===== src/rtl/multiplier_unit.sv =====
// multiplier_unit: unsigned WIDTH x WIDTH -> 2*WIDTH multiplier.
// A partial-product AND array is reduced by WIDTH-1 ripple-carry adder rows
// made of half/full-adder cells. The product is registered with a valid flag,
// giving one cycle of latency.
module multiplier_unit #(
   parameter int WIDTH = 2
) (
   input  logic                 clk,
   input  logic                 rst_n,
   input  logic                 in_valid,
   input  logic [WIDTH-1:0]     A,
   input  logic [WIDTH-1:0]     B,
   output logic                 out_valid,
   output logic [2*WIDTH-1:0]   P
);

   // Half-adder cell: returns {carry, sum}.
   function automatic logic [1:0] ha_cell(input logic x, input logic y);
      return {x & y, x ^ y};
   endfunction

   // Full-adder cell: returns {carry, sum}.
   function automatic logic [1:0] fa_cell(input logic x, input logic y, input logic ci);
      return {(x & y) | (x & ci) | (y & ci), x ^ y ^ ci};
   endfunction

   // pp[i][j] = A[j] & B[i]; row i carries weight 2^i.
   logic [WIDTH-1:0] pp [WIDTH];

   generate
      for (genvar gi = 0; gi < WIDTH; gi++) begin : g_pp_row
         for (genvar gj = 0; gj < WIDTH; gj++) begin : g_pp_col
            assign pp[gi][gj] = A[gj] & B[gi];
         end
      end
   endgenerate

   logic [2*WIDTH-1:0] product_comb;
   logic [WIDTH-1:0]   low_bits;
   logic [WIDTH-1:0]   acc;
   logic [WIDTH-1:0]   addend;
   logic [WIDTH-1:0]   row_sum;
   logic               acc_top;
   logic               ripple;
   logic [1:0]         cell_out;

   // Adder array: each row adds the next partial product to the running sum
   // shifted right by one; the row's LSB retires into the product low bits.
   always_comb begin
      low_bits     = '0;
      acc          = pp[0];
      acc_top      = 1'b0;
      addend       = '0;
      row_sum      = '0;
      ripple       = 1'b0;
      cell_out     = '0;
      low_bits[0]  = pp[0][0];
      for (int i = 1; i < WIDTH; i++) begin
         addend = {acc_top, acc[WIDTH-1:1]};
         ripple = 1'b0;
         for (int j = 0; j < WIDTH; j++) begin
            if (j == 0) begin
               cell_out = ha_cell(pp[i][j], addend[j]);
            end else begin
               cell_out = fa_cell(pp[i][j], addend[j], ripple);
            end
            row_sum[j] = cell_out[0];
            ripple     = cell_out[1];
         end
         acc         = row_sum;
         acc_top     = ripple;
         low_bits[i] = row_sum[0];
      end
      product_comb = {acc_top, acc[WIDTH-1:1], low_bits};
   end

   logic [2*WIDTH-1:0] p_q, p_d;
   logic               valid_q, valid_d;

   // Next state: capture only when the operands are valid, otherwise hold P.
   always_comb begin
      valid_d = in_valid;
      p_d     = in_valid ? product_comb : p_q;
   end

   // Output registers with asynchronous clear.
   always_ff @(posedge clk or negedge rst_n) begin
      if (!rst_n) begin
         p_q     <= '0;
         valid_q <= 1'b0;
      end else begin
         p_q     <= p_d;
         valid_q <= valid_d;
      end
   end

   assign P         = p_q;
   assign out_valid = valid_q;

endmodule


===== config.mk =====
export PLATFORM = sky130hd
export DESIGN_NAME = multiplier_unit
export DESIGN_NICKNAME = d
export VERILOG_FILES = /design/src/rtl/multiplier_unit.sv
export SDC_FILE = /design/constraint.sdc
export NUM_CORES = 1
export LEC_CHECK = 0
export ABC_CLOCK_PERIOD_IN_PS = 1000
export CAP_MARGIN = 10
export CORE_AREA = 3 3 40 42
export CTS_CLUSTER_SIZE = 16
export DETAILED_ROUTE_END_ITERATION = 7
export DIE_AREA = 0 0 43 45
export HOLD_SLACK_MARGIN = 0.06
export PLACE_DENSITY = 0.5
export SLEW_MARGIN = 10
export SYNTH_ARGS = -nofsm -noshare
export SYNTH_HDL_FRONTEND = slang
export SYNTH_SLANG_ARGS = --single-unit

===== constraint.sdc =====
create_clock -name clk -period 1 [get_ports clk]
set_input_delay 0.1 -clock clk [delete_from_list [all_inputs] [get_ports clk]]
set_output_delay 0.1 -clock clk [all_outputs]
set_load 0.01 [all_outputs]

## Word-level counts from Yosys, hierarchy flattened

Index checks and enable logic that the tools add are counted.

| storage, ports and cells | value |
|---|---|
| word-level logic and storage cells | 10 |
| input port bits | 7 |
| output and inout port bits | 5 |
| register bits | 5 |

| cells by class | value |
|---|---|
| bitwise operators | 8 |

Operators with widths:

| operator | number |
|---|---|
| AND 1 bit | 6 |
| XOR 1 bit | 2 |

## Depth between registers and ports, before layout

| depth | value |
|---|---|
| word-level depth | 3 |
| depth in mapped cells | 4 |
| gate-level depth less buffers | 4 |

## Least setup slack after synthesis

No wires, ideal clock.

| timing | value |
|---|---|
| path kind | input to register |
| from | in A[0] |
| to | reg p_q[2], in the netlist P[2] |
| setup time | 0.125 ns |
| setup slack | -0.049 ns |
| data arrival time | 0.924 ns |
| path buffers | 0 |
| required time | 0.875 ns |
| stages | 4 |
| cells stage by stage | and2_1 -> ha_1 -> ha_1 -> mux2_2 |

| on the way | value |
|---|---|
| cells in the longest elaborated chain, start to end | 3 |

Ends and longest elaborated chain:

| what | line | source |
|---|---|---|
| start, declared | 11 | `input logic [WIDTH-1:0] A,` |
| AND 1 bit | 33 | `assign pp[gi][gj] = A[gj] & B[gi];` |
| AND 1 bit | n/a |  |
| XOR 1 bit | 24 | `return {(x & y) \| (x & ci) \| (y & ci), x ^ y ^ ci};` |
| via acc[1] | 40 | `logic [WIDTH-1:0] acc;` |
| end signal, assigned | 92 | `p_q <= p_d;` |
| end, declared | 77 | `logic [2*WIDTH-1:0] p_q, p_d;` |

The timed path passes the listed nets, and every way through them passes these cells.
A chain may end at the register's enable or synchronous reset.

## Worst setup path in the final report

| timing | value |
|---|---|
| from | in B[0] |
| to | reg p_q[2], in the netlist P[2] |

| on the way | value |
|---|---|
| cells in the longest elaborated chain, start to end | 3 |

Ends and longest elaborated chain:

| what | line | source |
|---|---|---|
| start, declared | 12 | `input logic [WIDTH-1:0] B,` |
| AND 1 bit | 33 |  |
| AND 1 bit | n/a |  |
| XOR 1 bit | 24 |  |
| via acc[1] | 40 |  |

The timed path passes the listed nets, and every way through them passes these cells.

==> flow_summary_export.csv <==
group,metric,value,unit
clock_network,postCtsSetupBuffers,0,
route,drtAntennaViolNets,0,
power_and_ir_drop,switching_share,21.0,%
clock_network,clk_path_buf_depth,2,
floorplan,core_area,1280,um2
critical_path,crit_type,"input port to flop",
placed_design,dpl_worst_slack,-453,ps
floorplan,die_height,45,um
power_and_ir_drop,p_leak,0.183,nW
route,firstDrtPassIters,3,
route,viasPerCell,3.77,
logic_synthesis,synth_adder_area_share,11.6,%
floorplan,num_rows,13,
timing,setup_tns,0,ps
timing,max_freq,1020,MHz
route,drt_iter0_drc,6,
cells_and_area,antenna_cells,0,
cells_and_area,drive_gt1_share,34.4,%
power_and_ir_drop,power_switching,114,uW
timing,finClkSkew,0,ps
power_and_ir_drop,p_total,542,uW
logic_synthesis,synth_top_family_by_area,"multiplexers",
logic_synthesis,synth-xor-area-share,0,%
logic_synthesis,synth-compound-area-share,2.31,%
logic_synthesis,synth_enable_flop_cells,0,
placed_design,portBuffers,11,
clock_network,clk_latency,230,ps
timing,min_period,976,ps
critical_path,critPathLaunchType,"input port",
floorplan,die-area,1940,um2
clock_network,hold_buffers,0,
job,drv_cap,0,
critical_path,crit_fanout,2,
floorplan,start_util,16.8,%
critical_path,worstSetupEndpointType,"flop",
power_and_ir_drop,seqPwrFrac,41.9,%
logic_synthesis,synth_simple_gate_area_share,11.0,%
logic_synthesis,yosysSeqAreaShare,57.8,%
cells_and_area,nFillCells,134,
timing,maxSlewHeadroom,84.7,%
logic_synthesis,synth_mux_area_share,15.6,%
clock_network,cts_tree,"yes",
timing,worst_pin_slew,229,ps
logic_synthesis,ys.flop_type,"dfrtp_1",
global_route,grt_pass1_vias,203,
power_and_ir_drop,combPwrFrac,18.0,%
timing,finalHoldViolCount,0,
timing,slew_viol_final,0,
hold_path,min_path_type,"input port to asynchronous set/reset pin",
timing,setup_viol_count_final,0,
logic_synthesis,synth.net_count,25,
cells_and_area,final_nets,42,
timing,fin_crit_sh,97.6,%
route,vias,177,
logic_synthesis,synthArstFlopShare,100,%
logic_synthesis,synthesis.area,216,um2
logic_synthesis,synth_commonest_cells,"dfrtp_1, and2_1, mux2_2",
logic_synthesis,synth_area_leaders,"dfrtp_1, mux2_2, ha_1, and2_1, nand3_1",
route,wirelength,458,um
clock_network,clkSlewWorstSetupHoldPaths,40,ps
outcome,outcome,"complete, no violations",
clock_network,cts_root_buffer,"clkbuf_4",
global_route,grt_pass1_wl,841,um
timing,setup_slack,24.1,ps
route,route.detailed.drc,0,
cells_and_area,area_growth,86.1,%
logic_synthesis,synth.top_cell.area_share,57.8,%
placed_design,postPlaceCellArea,372,um2
clock_network,htree_levels,1,
power_and_ir_drop,p_clk_share,40.1,%
power_and_ir_drop,power.internal,428,uW
global_route,overflow,0,
cells_and_area,utilization,31.4,%
cells_and_area,final-seq-area,125,um2
placed_design,gp_congestion,0.721,
power_and_ir_drop,ir_worst_vdd,624,uV
logic_synthesis,ys_warn_count,0,
clock_network,cts_sinks,5,
global_route,track_usage,6.37,%
floorplan,ios,12,
logic_synthesis,syn_avg_cell_area,13.5,um2
power_and_ir_drop,pwr_density_cell,1340,nW/um2
logic_synthesis,synth_most_common_cell,"dfrtp_1",
critical_path,worst_ep_arrival_time,1090,ps
logic_synthesis,postSynthCellCount,16,
timing,hold_slack,81.1,ps
clock_network,cts_buffers,3,
global_route,grt_max_degree,6,
cells_and_area,multiInputGateArea,119,um2
cells_and_area,final_cells,47,
cells_and_area,fin_area,403,um2
logic_synthesis,yosys.area.top_type,"dfrtp_1",
logic_synthesis,synth_cell_types,7,
floorplan,die_w,43,um
placed_design,placed_cells,43,
critical_path,cp.required,1110,ps
route,wl_per_cell,9.74,um
global_route,antenna_found_initial,0,
logic_synthesis,synth-seq-cells,5,
[logic make-up (layout without fill, tap and decap cells)]
family | Yosys count | after routing
and+or+nand+nor | 4 | 4
adders and majority gates | 2 | 2
DFF | 5 | 5
muxes | 3 | 3
buffers and inverters | 1 | 17
AOI/OAI and AO/OA | 1 | 1
[what timing repair did]
item,4_1_cts,5_1_grt
gates resized for setup,13,6
pin swaps,3,0
setup endpoints to repair,8,4
hold endpoints to repair,0,0
[worst max-delay path, stage by stage]
cell and delay [ps]:
dlygate4sd2_1 240, and2_4 140, ha_4 150, ha_4 200, mux2_4 250
[routing by layer]
metal	global-route usage, %	up-vias	share of wire [%]	wire length (um)
met5	0	-	0	0
met4	7.23	0	1.7	8
met3	3.19	2	13	60
met2	7.19	10	35	160
met1	7.84	77	50	228
li1	-	88	-	-
[worst paths after layout]
| path | startpoint | to | slack (ps) | cells after the start |
|---|---|---|---|---|
| setup / recovery | B[0] | P[2]$_DFFE_PN0P_ | 20 | 5 |
| hold / removal | rst_n | P[3]$_DFFE_PN0P_ | 80 | 1 |
| setup reg to reg | P[3]$_DFFE_PN0P_ | P[3]$_DFFE_PN0P_ | 250 | 1 |
| hold reg to reg | P[2]$_DFFE_PN0P_ | P[2]$_DFFE_PN0P_ | 500 | 1 |
| max in group asynchronous | rst_n | P[0]$_DFFE_PN0P_ | 740 | 1 |
| min in group clk | A[0] | P[0]$_DFFE_PN0P_ | 240 | 3 |
[final cells by class]
cell class              count  area share [%]
inverters                   1           0.932
well taps                  15            4.66
multi-input cells          10            29.5
repair buffers             12            27.3
clock buffers               4            6.52
flip-flops and latches      5            31.1
[state kept, by name, summed over array words and instances, names as in the netlist]
register	cells
P	4
out_valid	1
[power by group through the flow]
| stage | combinational [mW] | clock, mW | sequential [mW] |
|---|---|---|---|
| after detailed placement | 0.109 | 0 | 0.231 |
| after floorplan | 0.0277 | 0 | 0.238 |
| after global routing | 0.108 | 0.249 | 0.231 |
| final | 0.0973 | 0.217 | 0.227 |
| after global placement | 0.109 | 0 | 0.230 |
| after CTS | 0.0943 | 0.227 | 0.227 |
[placed cells by master (no fill, tap or decap), drive strengths merged]
cell / instances
buf: 1
o21ai: 1
clkdlybuf4s15: 6
and2: 3
nand3: 1
dlygate4sd2: 2
mux2: 3
inv: 1
clkbuf: 5
dfrtp: 5
ha: 2
clkdlybuf4s50: 2
Note: power is estimated with default switching activity, not from simulation.
